File: src/rtl/fetch_queue.sv
// fetch_queue: instruction-fetch front end feeding decode.
// Holds the PC and issues one word address per cycle to a synchronous-read
// memory. Returned words are queued with their PCs in a prefetch FIFO so that
// memory latency is decoupled from decode stalls. flush with branch redirects
// the fetch; flush without branch halts fetch until reset.
//
// Ports:
//   clk, rst          clock, synchronous active-high reset
//   stall             decode cannot accept; hold FIFO head
//   flush             drop queued and in-flight fetches
//   branch            with flush: redirect to branch_tgt (else halt)
//   branch_tgt[15:0]  redirect address
//   fetch_addr[15:0]  memory read address (PC register)
//   mem_data[15:0]    memory read data, one cycle after fetch_addr
//   instr_out[15:0]   instruction at FIFO head (0 when empty)
//   pc_out[15:0]      address of instr_out (0 when empty)
//   bubble_out        1 when no valid instruction is presented
module fetch_queue #(
  parameter int unsigned DEPTH    = 4,
  parameter logic [15:0] RESET_PC = 16'h0000
) (
  input  logic        clk,
  input  logic        rst,
  input  logic        stall,
  input  logic        flush,
  input  logic        branch,
  input  logic [15:0] branch_tgt,
  output logic [15:0] fetch_addr,
  input  logic [15:0] mem_data,
  output logic [15:0] instr_out,
  output logic [15:0] pc_out,
  output logic        bubble_out
);

  localparam int unsigned AW = $clog2(DEPTH);
  localparam int unsigned CW = AW + 1;
  localparam logic [CW-1:0] DEPTH_C = CW'(DEPTH);

  typedef enum logic {
    RUN,
    HALTED
  } mode_t;

  mode_t         mode_q, mode_d;
  logic [15:0]   pc_q;
  logic          inflight_q;
  logic [15:0]   inflight_pc_q;
  logic [15:0]   fifo_pc    [DEPTH];
  logic [15:0]   fifo_instr [DEPTH];
  logic [AW-1:0] head_q, tail_q;
  logic [CW-1:0] count_q;

  logic [CW-1:0] occupancy;
  logic          issue;
  logic          push;
  logic          pop;

  // Reserve a slot for the in-flight word; a same-cycle pop earns no credit,
  // which keeps a push from ever landing on a full FIFO.
  assign occupancy = count_q + CW'(inflight_q);
  assign issue     = (mode_q == RUN) && !flush && (occupancy < DEPTH_C);
  assign push      = inflight_q && !flush;
  assign pop       = (count_q != '0) && !stall;

  // Mode FSM: halt is entered by flush without branch; only rst leaves it.
  always_ff @(posedge clk) begin
    if (rst) mode_q <= RUN;
    else     mode_q <= mode_d;
  end

  always_comb begin
    mode_d = mode_q;
    if (flush && !branch) mode_d = HALTED;
  end

  always_ff @(posedge clk) begin
    if (rst) begin
      pc_q          <= RESET_PC;
      inflight_q    <= 1'b0;
      inflight_pc_q <= '0;
      head_q        <= '0;
      tail_q        <= '0;
      count_q       <= '0;
    end else if (flush) begin
      inflight_q <= 1'b0;
      head_q     <= '0;
      tail_q     <= '0;
      count_q    <= '0;
      if (branch && mode_q == RUN) pc_q <= branch_tgt;
    end else begin
      inflight_q <= issue;
      if (issue) begin
        inflight_pc_q <= pc_q;
        pc_q          <= pc_q + 16'd1;
      end
      if (push) tail_q <= tail_q + AW'(1);
      if (pop)  head_q <= head_q + AW'(1);
      count_q <= count_q + CW'(push) - CW'(pop);
    end
  end

  always_ff @(posedge clk) begin
    if (!rst && push) begin
      fifo_pc[tail_q]    <= inflight_pc_q;
      fifo_instr[tail_q] <= mem_data;
    end
  end

  assign fetch_addr = pc_q;

  always_comb begin
    bubble_out = (count_q == '0);
    instr_out  = '0;
    pc_out     = '0;
    if (!bubble_out) begin
      instr_out = fifo_instr[head_q];
      pc_out    = fifo_pc[head_q];
    end
  end

endmodule

File: config.mk
export PLATFORM = sky130hd
export DESIGN_NAME = fetch_queue
export DESIGN_NICKNAME = d
export VERILOG_FILES = /design/src/rtl/fetch_queue.sv
export SDC_FILE = /design/constraint.sdc
export NUM_CORES = 1
export LEC_CHECK = 0
export CAP_MARGIN = 20
export CORE_MARGIN = 1
export CORE_UTILIZATION = 40
export DETAILED_ROUTE_END_ITERATION = 16
export PLACE_DENSITY_LB_ADDON = 0.25
export SETUP_SLACK_MARGIN = 0.3
export SLEW_MARGIN = 5
export SYNTH_ARGS = -nofsm -noshare
export SYNTH_HDL_FRONTEND = slang
export SYNTH_SLANG_ARGS = --single-unit
File: constraint.sdc
create_clock -name clk -period 2.3 [get_ports clk]
set_clock_uncertainty 0.05 [all_clocks]
set_input_delay 0.46 -clock clk [delete_from_list [all_inputs] [get_ports clk]]
set_output_delay 0.46 -clock clk [all_outputs]
set_load 0.02 [all_outputs]
=== After elaboration in Yosys (flattened, before gate mapping) ===
Memories as Yosys holds them, arrays and structs flattened. A register that Yosys moved wholly into a read port is not among the register bits.
Index checks and enable logic that the tools add are counted.
W data, S select, Z words.

* Add/sub/neg operators: 6
* $lt $le $gt $ge: 1
* Equal/unequal tests: 1
* Mux-type cells: 11
* Bitwise operators: 2
* Reduce and logical (&&, ||, !) cells: 17

{| class="wikitable"
|+ Operator list
! cell !! number
|-
| $mux W16 || 5
|-
| $add A16 B1 Y16 const B || 1
|-
| $mux W2 || 4
|-
| $logic_and A1 B1 Y1 || 7
|-
| $add A3 B1 Y3 || 2
|-
| $add A2 B1 Y2 const B || 2
|-
| $logic_not A1 Y1 || 4
|-
| $reduce_and A2 Y1 || 2
|-
| $logic_not A3 Y1 || 1
|-
| $lt A3 B3 Y1 const B || 1
|-
| $reduce_bool A3 Y1 || 1
|-
| $sub A3 B1 Y3 || 1
|-
| $mux W1 || 2
|-
| $ne A2 B1 Y1 const B || 1
|-
| $not A1 Y1 || 2
|-
| $reduce_bool A2 Y1 || 1
|-
| $reduce_or A2 Y1 || 1
|}

* Bits in registers: 41
* Bits in writable memories: 128
* Memories kept: 2

{| class="wikitable"
|+ Memories
! memory !! words !! bits a word !! read ports !! clocked after Yosys merged registers in !! write ports !! RTL line !! RTL
|-
| fifo_instr || 4 || 16 || 1 || 1 || 1 || 49 || <nowiki>logic [15:0] fifo_instr [DEPTH];</nowiki>
|-
| fifo_pc || 4 || 16 || 1 || 1 || 1 || 48 || <nowiki>logic [15:0] fifo_pc [DEPTH];</nowiki>
|}

=== Depth between registers and ports, before layout ===
Gate-level depths: netlist (run 1).

* Word-level depth: 5
* Gate-level depth with buffers: 10
* Gate-level depth less buffers: 9

=== Worst setup path after synthesis (run 1) ===
No wires, ideal clock.

* Path type: flip-flop to flip-flop
* Start: register count_q[1]
* End: register count_q[2]
* Setup time: 119 ps
* Arrival: 2177 ps
* Required time: 2131 ps
* Setup slack: -46 ps
* Cell stages (with the launch flop): 10
* Buffers on the path: 0
* Period minus slack after synthesis: 2346 ps
* Cell sequence: dfxtp_1 > nor3_1 > nor2_1 > ha_1 > inv_1 > ha_1 > fa_1 > xnor2_1 > xnor2_1 > nor2_1

* Word-level cells in the longest chain between the ends: 3
* Elaborated cells on any way between the ends: 4

{| class="wikitable"
|+ RTL lines
! what !! RTL line !! RTL
|-
| from (decl) || 51 || <nowiki>logic [CW-1:0] count_q;</nowiki>
|-
| from (signal assigned) || 98 || <nowiki>count_q <= count_q + CW'(push) - CW'(pop);</nowiki>
|-
| $reduce_bool A3 Y1 || 63 || <nowiki>assign pop = (count_q != '0) && !stall;</nowiki>
|-
| $logic_and A1 B1 Y1 || 63 ||
|-
| named net pop || 56 || <nowiki>logic pop;</nowiki>
|-
| $sub A3 B1 Y3 || 98 ||
|}

The timed path passes the listed nets, and every way through them passes these cells.
A chain may end at the register's enable or synchronous reset.

==> flow_summary.yaml, run 1 <==
worst_setup_path:
  r2r-start: "count_q[1]"
  setup.worst_path.end_class: "primary output"
  worstPathMaxFanout: 8
  critPathMaxStageDelay_ns: 0.48
  reg2reg_depth: 10
  critical_path.top_delay_family: "buffers and inverters"
  critPathArrivalTime_ns: 1.91
  startpoint_type: "flop"
  r2r_slack_ns: 0.24
  critical_path_class: "reg -> out"
  required_ns: 1.79
  slowest_stage: "mux4_2"
  cp_num_buf_inv: 4
  path_cells: "buf_6, buf_12, buf_16, mux4_2, nor2b_1, buf_4"
  reg2reg_to: "count_q[2]"
sta:
  worstMarginPinSlew_ns: 0.524
  slew_headroom_pct: 65.0
  fin_crit_ns: 2.42
  hold_violations: 0
  slew_violations: 0
  min_period_over_period_pct: 105
  rsz0062_at_grt: "true"
  holdWs_ns: 0.460
  fin_ws_ns: -0.115
  setup_viol: 26
  fmax_mhz: 414
logic_synthesis:
  synth_cell_types: 48
  synth_fp_nets: 515
  syn_area_per_cell_um2: 14.9
  synth-edff-count: 128
  synthArstFlopShare_pct: 0
  ys_ff_latch: 171
  syn_area_um2: 6990
  yosysSeqAreaShare_pct: 67.3
  ys.flop_type: "edfxtp_1"
  yosys_warnings: 0
  syn_inst: 470
clock_network:
  clk_latency_ns: 0.42
  clkSinkCount: 171
  clock_tree.buffer_depth: 2
  clk_pin_slew_ns: 0.06
  cts_root_buf: "clkbuf_16"
  cts.hold.buffers_added: 0
  numCtsBuffers: 17
  cts_tree: "yes"
  htree_num_levels: 4
final_layout:
  fin_nets: 634
  area_growth_pct: 33.1
  drive_gt1_share_pct: 29.9
  antenna_cells: 0
  n_fill_cell: 1378
global_route:
  grt_antenna_before_repair: 0
  grt_pass1_vias: 4348
  grt_pass1_wl_mm: 23.4
  grt_max_degree: 45
  overflow: 0
  grt.total_usage_pct: 17.3
power_and_ir_drop:
  power.leakage_uw: 0.00315
  irDropWorstVdd_mv: 0.528
  power_density_nw_per_um2: 744
flow_run:
  maxCapViolations: 0
worst_hold_path:
  hold_end: "fifo_pc[0][7]"
  hold_start: "inflight_pc_q[7]"
  hold_path.class: "reg -> reg"
  hold_depth: 0
detailed_routing:
  drt_wl_total_mm: 14.8
  drtIter0Drc: 288
  viasPerCell: 5.29
  drc: 0
  wl_per_cell_um: 18.0
  vias: 4349
  postRouteAntennaNets: 0
  drtPass1Iterations: 4
floorplan:
  initial_core_util_pct: 41.5
  die_w_um: 134
  dieArea_um2: 18000
  coreArea_um2: 16800
  pin_count: 86
  fp.dieH_um: 134
  rows: 47
placed_design:
  gp_congestion: 0.846
  dp_hpwl_mm: 9.27
  io_buffers: 85
  pre_cts_ws_ns: -0.165
status:
  status: "finished with violations"
  violations: "negative setup slack"
## area by class of cell
class | instances | area (µm²) | area share, %
Clock buffer | 22 | 464 | 4.99
Clock inverter | 10 | 141 | 1.52
Inverter | 8 | 30.0 | 0.323
Multi-Input combinational cell | 261 | 2310 | 24.8
Sequential cell | 171 | 4720 | 50.8
Tap cell | 220 | 275 | 2.96
Timing Repair Buffer | 130 | 1360 | 14.6
## cell families (layout without fill, tap and decap cells)
| group | after synthesis | in the layout | share of synthesized area (%) |
|---|---|---|---|
| DFF | 171 | 171 | 67.3 |
| AOI/OAI and AO/OA | 69 | 69 | 6.77 |
| adders and majority gates | 8 | 8 | 1.54 |
| buffers and inverters | 38 | 170 | 2.26 |
| xor gates and xnor gates | 5 | 5 | 0.627 |
| muxes | 34 | 34 | 10.6 |
| and+or+nand+nor | 145 | 145 | 10.9 |
## registers in the layout, indices dropped and copies added (netlist names), named ones only
| signal | cells |
|---|---|
| fifo_pc | 64 |
| inflight_pc_q | 16 |
| head_q | 2 |
| count_q | 3 |
| mode_q | 1 |
| tail_q | 2 |
| fetch_addr | 16 |
| inflight_q | 1 |
| fifo_instr | 64 |
## power breakdown
part	switching, µW	internal [µW]
clock	1110	1770
combinational	326	311
sequential	54.9	3350
total	1490	5430
## metal layers
metal / GRT usage [%] / wire, µm
met2: 27.4 / 7260
met1: 23.3 / 6620
met4: 6.62 / 62
met3: 3.93 / 891
met5: 0 / 0
## cell usage in the layout (no fill, tap or decap), types with 5 or more instances in the layout
cell type / instances
buf_6: 21
a22o_1: 5
edfxtp_1: 128
o22ai_1: 8
nor3_1: 6
a32o_1: 6
a21oi_1: 26
buf_2: 13
dlygate4sd2_1: 15
buf_4: 29
nor2b_4: 15
nand2_1: 47
ha_1: 5
inv_1: 7
nor2_1: 20
clkbuf_16: 17
clkinvlp_4: 5
nor2b_1: 21
mux4_2: 32
nor4_1: 5
clkdlybuf4s50_1: 36
o32ai_1: 5
buf_12: 9
nand3_1: 5
dfxtp_1: 36
## through the flow
stage | cells | power (µW) | setup TNS [ns] | instance area [µm²] | util (%)
3_5_place_dp | 776 | 4050 | -3.68 | 8350 | 49.6
2_1_floorplan | 470 | 3750 | 0 | 7010 | -
4_1_cts | 819 | 6920 | -2.63 | 9040 | 53.7
5_1_grt | 822 | 7150 | -4.34 | 9300 | 55.3
3_3_place_gp | 776 | 4040 | -1.48 | 8350 | 49.6
6_report | 822 | 6920 | -2.00 | 9300 | 55.3
## cells in the mapped netlist, types with 2 or more instances
library cell  count  area, µm²
or3_1             2       12.5
buf_1             4       15.0
nor3b_1           2       15.0
buf_2            12       60.1
nor4_1            6       37.5
ha_1              7       87.6
mux4_2           32        721
a22o_1            5       43.8
o21ai_0           2       10.0
nor2_1           21       78.8
a22oi_1           3       22.5
dfxtp_1          43        861
nand2_1          47        176
o22ai_1           8       50.1
xnor2_1           5       43.8
and2_1            3       18.8
nor2b_1          37        231
a32o_1            6       60.1
nand3_1           5       25.0
mux2i_1           2       20.0
nor3_1            7       35.0
o32ai_1           5       43.8
inv_1             8       30.0
nand4_1           3       18.8
a31oi_1           4       25.0
edfxtp_1        128       3840
a21oi_1          26        130
clkbuf_1         14       52.6
and3_1            4       25.0
## how the worst max path moves through the flow
stage                     cells past startpoint        from      endpoint  slack, ns
after floorplan                               9  count_q[1]    count_q[2]       0.14
after global placement                        9       stall    count_q[2]      -0.11
after detailed placement                      9       stall    count_q[2]      -0.17
after CTS                                     6        flop  instr_out[9]      -0.15
after global routing                          6        flop  instr_out[2]      -0.21
final                                         6        flop  instr_out[5]      -0.12
## what timing repair did
| item | in CTS | in global routing |
|---|---|---|
| cloned | 4 | 0 |
| pin swaps | 3 | 6 |
| gates resized for setup | 178 | 63 |
| endpoints found under the setup margin | 49 | 44 |
| buffers inserted | 7 | 3 |
Note: power is estimated with default switching activity, not from simulation.
==> inputs of run 2 (changes only) <==
--- a/config.mk
+++ b/config.mk
@@ -9,7 +9,8 @@
 export CORE_MARGIN = 1
 export CORE_UTILIZATION = 40
 export DETAILED_ROUTE_END_ITERATION = 16
-export PLACE_DENSITY_LB_ADDON = 0.25
+export GPL_TIMING_DRIVEN = 0
+export PLACE_DENSITY_LB_ADDON = 0.12
 export SETUP_SLACK_MARGIN = 0.3
 export SLEW_MARGIN = 5
 export SYNTH_ARGS = -nofsm -noshare
==> run 2 against run 1 <==
The flow still finishes with violations (negative setup slack). Flip-flop and latch count stayed put. Die area unchanged. Non-clock buffer count rose by 1. Routed wire length increased by 4.2%. Register-to-register slack got worse by 0.12 ns. Total power fell by 2.1%. Hold slack lost 0.014 ns. Sequential share of layout area up 0.93 points. Highest routed layer unchanged.
==> flow_summary.yaml, run 2 (synthesized netlist as in run 1, its figures left out) <==
sta:
  rsz0062_at_grt: "true"
  slew_violations: 0
  setup_viol: 32
  hold_violations: 0
  fmax_mhz: 408
  slew_headroom_pct: 57.1
  worstMarginPinSlew_ns: 0.638
  fin_crit_ns: 2.45
  min_period_over_period_pct: 107
  fin_ws_ns: -0.154
final_layout:
  largestRegisters: "fifo_instr x64, fifo_pc x64"
  fin_nets: 636
  drive_gt1_share_pct: 28.8
  area_growth_pct: 30.5
  final_cell_mix: "128 x edfxtp_1, 47 x nand2_1, 36 x dfxtp_1, 36 x clkdlybuf4s50_1, 32 x mux4_2"
  n_fill_cell: 1432
  antenna_cells: 0
  final_common_cell: "edfxtp_1"
placed_design:
  gp_congestion: 0.850
  dp_hpwl_mm: 9.60
  io_buffers: 83
  pre_cts_ws_ns: -0.457
clock_network:
  clock_tree.buffer_depth: 2
  numCtsBuffers: 17
  cts_tree: "yes"
  cts_root_buf: "clkbuf_16"
  clkSinkCount: 171
  htree_num_levels: 4
  clk_latency_ns: 0.42
  clk_pin_slew_ns: 0.07
worst_setup_path:
  setup.worst_path.end_class: "primary output"
  worstPathMaxFanout: 7
  critPathMaxStageDelay_ns: 0.50
  crit_top_cell: "buf_12"
  critPathArrivalTime_ns: 1.94
  path_cells: "clkbuf_16, buf_12, buf_12, mux4_2, nor2b_1, buf_2"
  critical_path_class: "reg -> out"
  startpoint_type: "flop"
  critical_path.top_delay_family: "buffers and inverters"
  cp_num_buf_inv: 4
  required_ns: 1.79
  slowest_stage: "mux4_2"
detailed_routing:
  postRouteAntennaNets: 0
  drtPass1Iterations: 4
  vias: 4321
  drc: 0
  viasPerCell: 5.24
  drtIter0Drc: 276
  wl_per_cell_um: 18.8
  drt_wl_total_mm: 15.5
flow_run:
  maxCapViolations: 0
power_and_ir_drop:
  irDropWorstVdd_mv: 0.529
  intPower_uw: 5230
  totalPowerFinal_uw: 6780
  p_clk_share_pct: 40.7
  power.leakage_uw: 0.00304
  seq_power_share_pct: 50.3
  power_density_nw_per_um2: 743
  power_switching_uw: 1550
  p_sw_share_pct: 22.8
  comb_power_share_pct: 9.0
floorplan:
  initial_core_util_pct: 41.5
  die_w_um: 134
  dieArea_um2: 18000
  coreArea_um2: 16800
  rows: 47
  pin_count: 86
  fp.dieH_um: 134
global_route:
  grt_max_degree: 33
  grt_antenna_before_repair: 0
  grt_pass1_vias: 4494
  grt.total_usage_pct: 18.0
  grt_pass1_wl_mm: 24.2
  overflow: 0
status:
  violations: "negative setup slack"
  status: "finished with violations"
worst_hold_path:
  hold_path.class: "reg -> reg"
-- run 2: cell types whose count changed in the layout (fill, tap and decap cells not counted), sizes merged, moves of 3 or more --
cell / change
buf: -10
clkbuf: +9
dlygate4sd2: -3
clkinv: +6
-- run 2: layout make-up --
cell class              count  area [µm²]  area share, %
clock inverters            15         150           1.65
repair buffers            101         978           10.7
plain buffers              30         229           2.51
flip-flops and latches    171        4720           51.7
inverters                   8        30.0          0.329
multi-input cells         262        2320           25.4
well taps                 220         275           3.02
clock buffers              17         425           4.66
-- run 2: worst paths after layout --
kind | startpoint | end | slack, ns | cells after the start
setup / recovery | flop | pc_out[6] | -0.15 | 6
hold / removal | inflight_pc_q[1] | inflight_pc_q[1] | 0.45 | 2
setup reg to reg | count_q[0] | count_q[2] | 0.12 | 11
hold reg to reg | inflight_pc_q[1] | inflight_pc_q[1] | 0.45 | 2
-- run 2: layer usage --
metal  share of wire, %  global-route usage [%]  wire, µm  vias up
met5                  0                       0         0        -
li1                   -                       -         -     2055
met2                 49                    29.4      7630      134
met3                4.2                    3.89       655       14
met4                1.3                    6.74       201        0
met1                 45                    23.5      6970     2118
-- run 2: what timing repair did --
action | CTS | global route
gates resized for setup | 198 | 62
hold buffers | 0 | 0
buffers inserted | 10 | 5
pin swaps | 1 | 9
gates cloned | 3 | 1
setup endpoints to repair | 178 | 103
-- run 2: power by group through the flow --
stage	Sequential (µW)	Combinational, µW	Clock [µW]
after floorplan	3480	273	0
after global placement	3470	547	0
after detailed placement	3480	552	0
after CTS	3410	554	2810
after global routing	3420	659	2920
final	3410	610	2760
-- run 2: worst min-delay path, cell delays in order (launching register included) --
cell and delay, ns:
dfxtp_1 0.33, nand2_1 0.06, a21oi_1 0.05
-- run 2: metrics by stage --
stage	cells	hold slack [ns]	area (µm²)	TNS, ns	util [%]
2_1_floorplan	470	0.410	7010	0	-
3_3_place_gp	773	0.426	8110	-49.88	48.2
3_5_place_dp	773	0.442	8110	-50.60	48.2
4_1_cts	818	0.450	8870	-4.97	52.8
5_1_grt	824	0.466	9120	-6.41	54.2
6_report	824	0.446	9120	-3.91	54.2
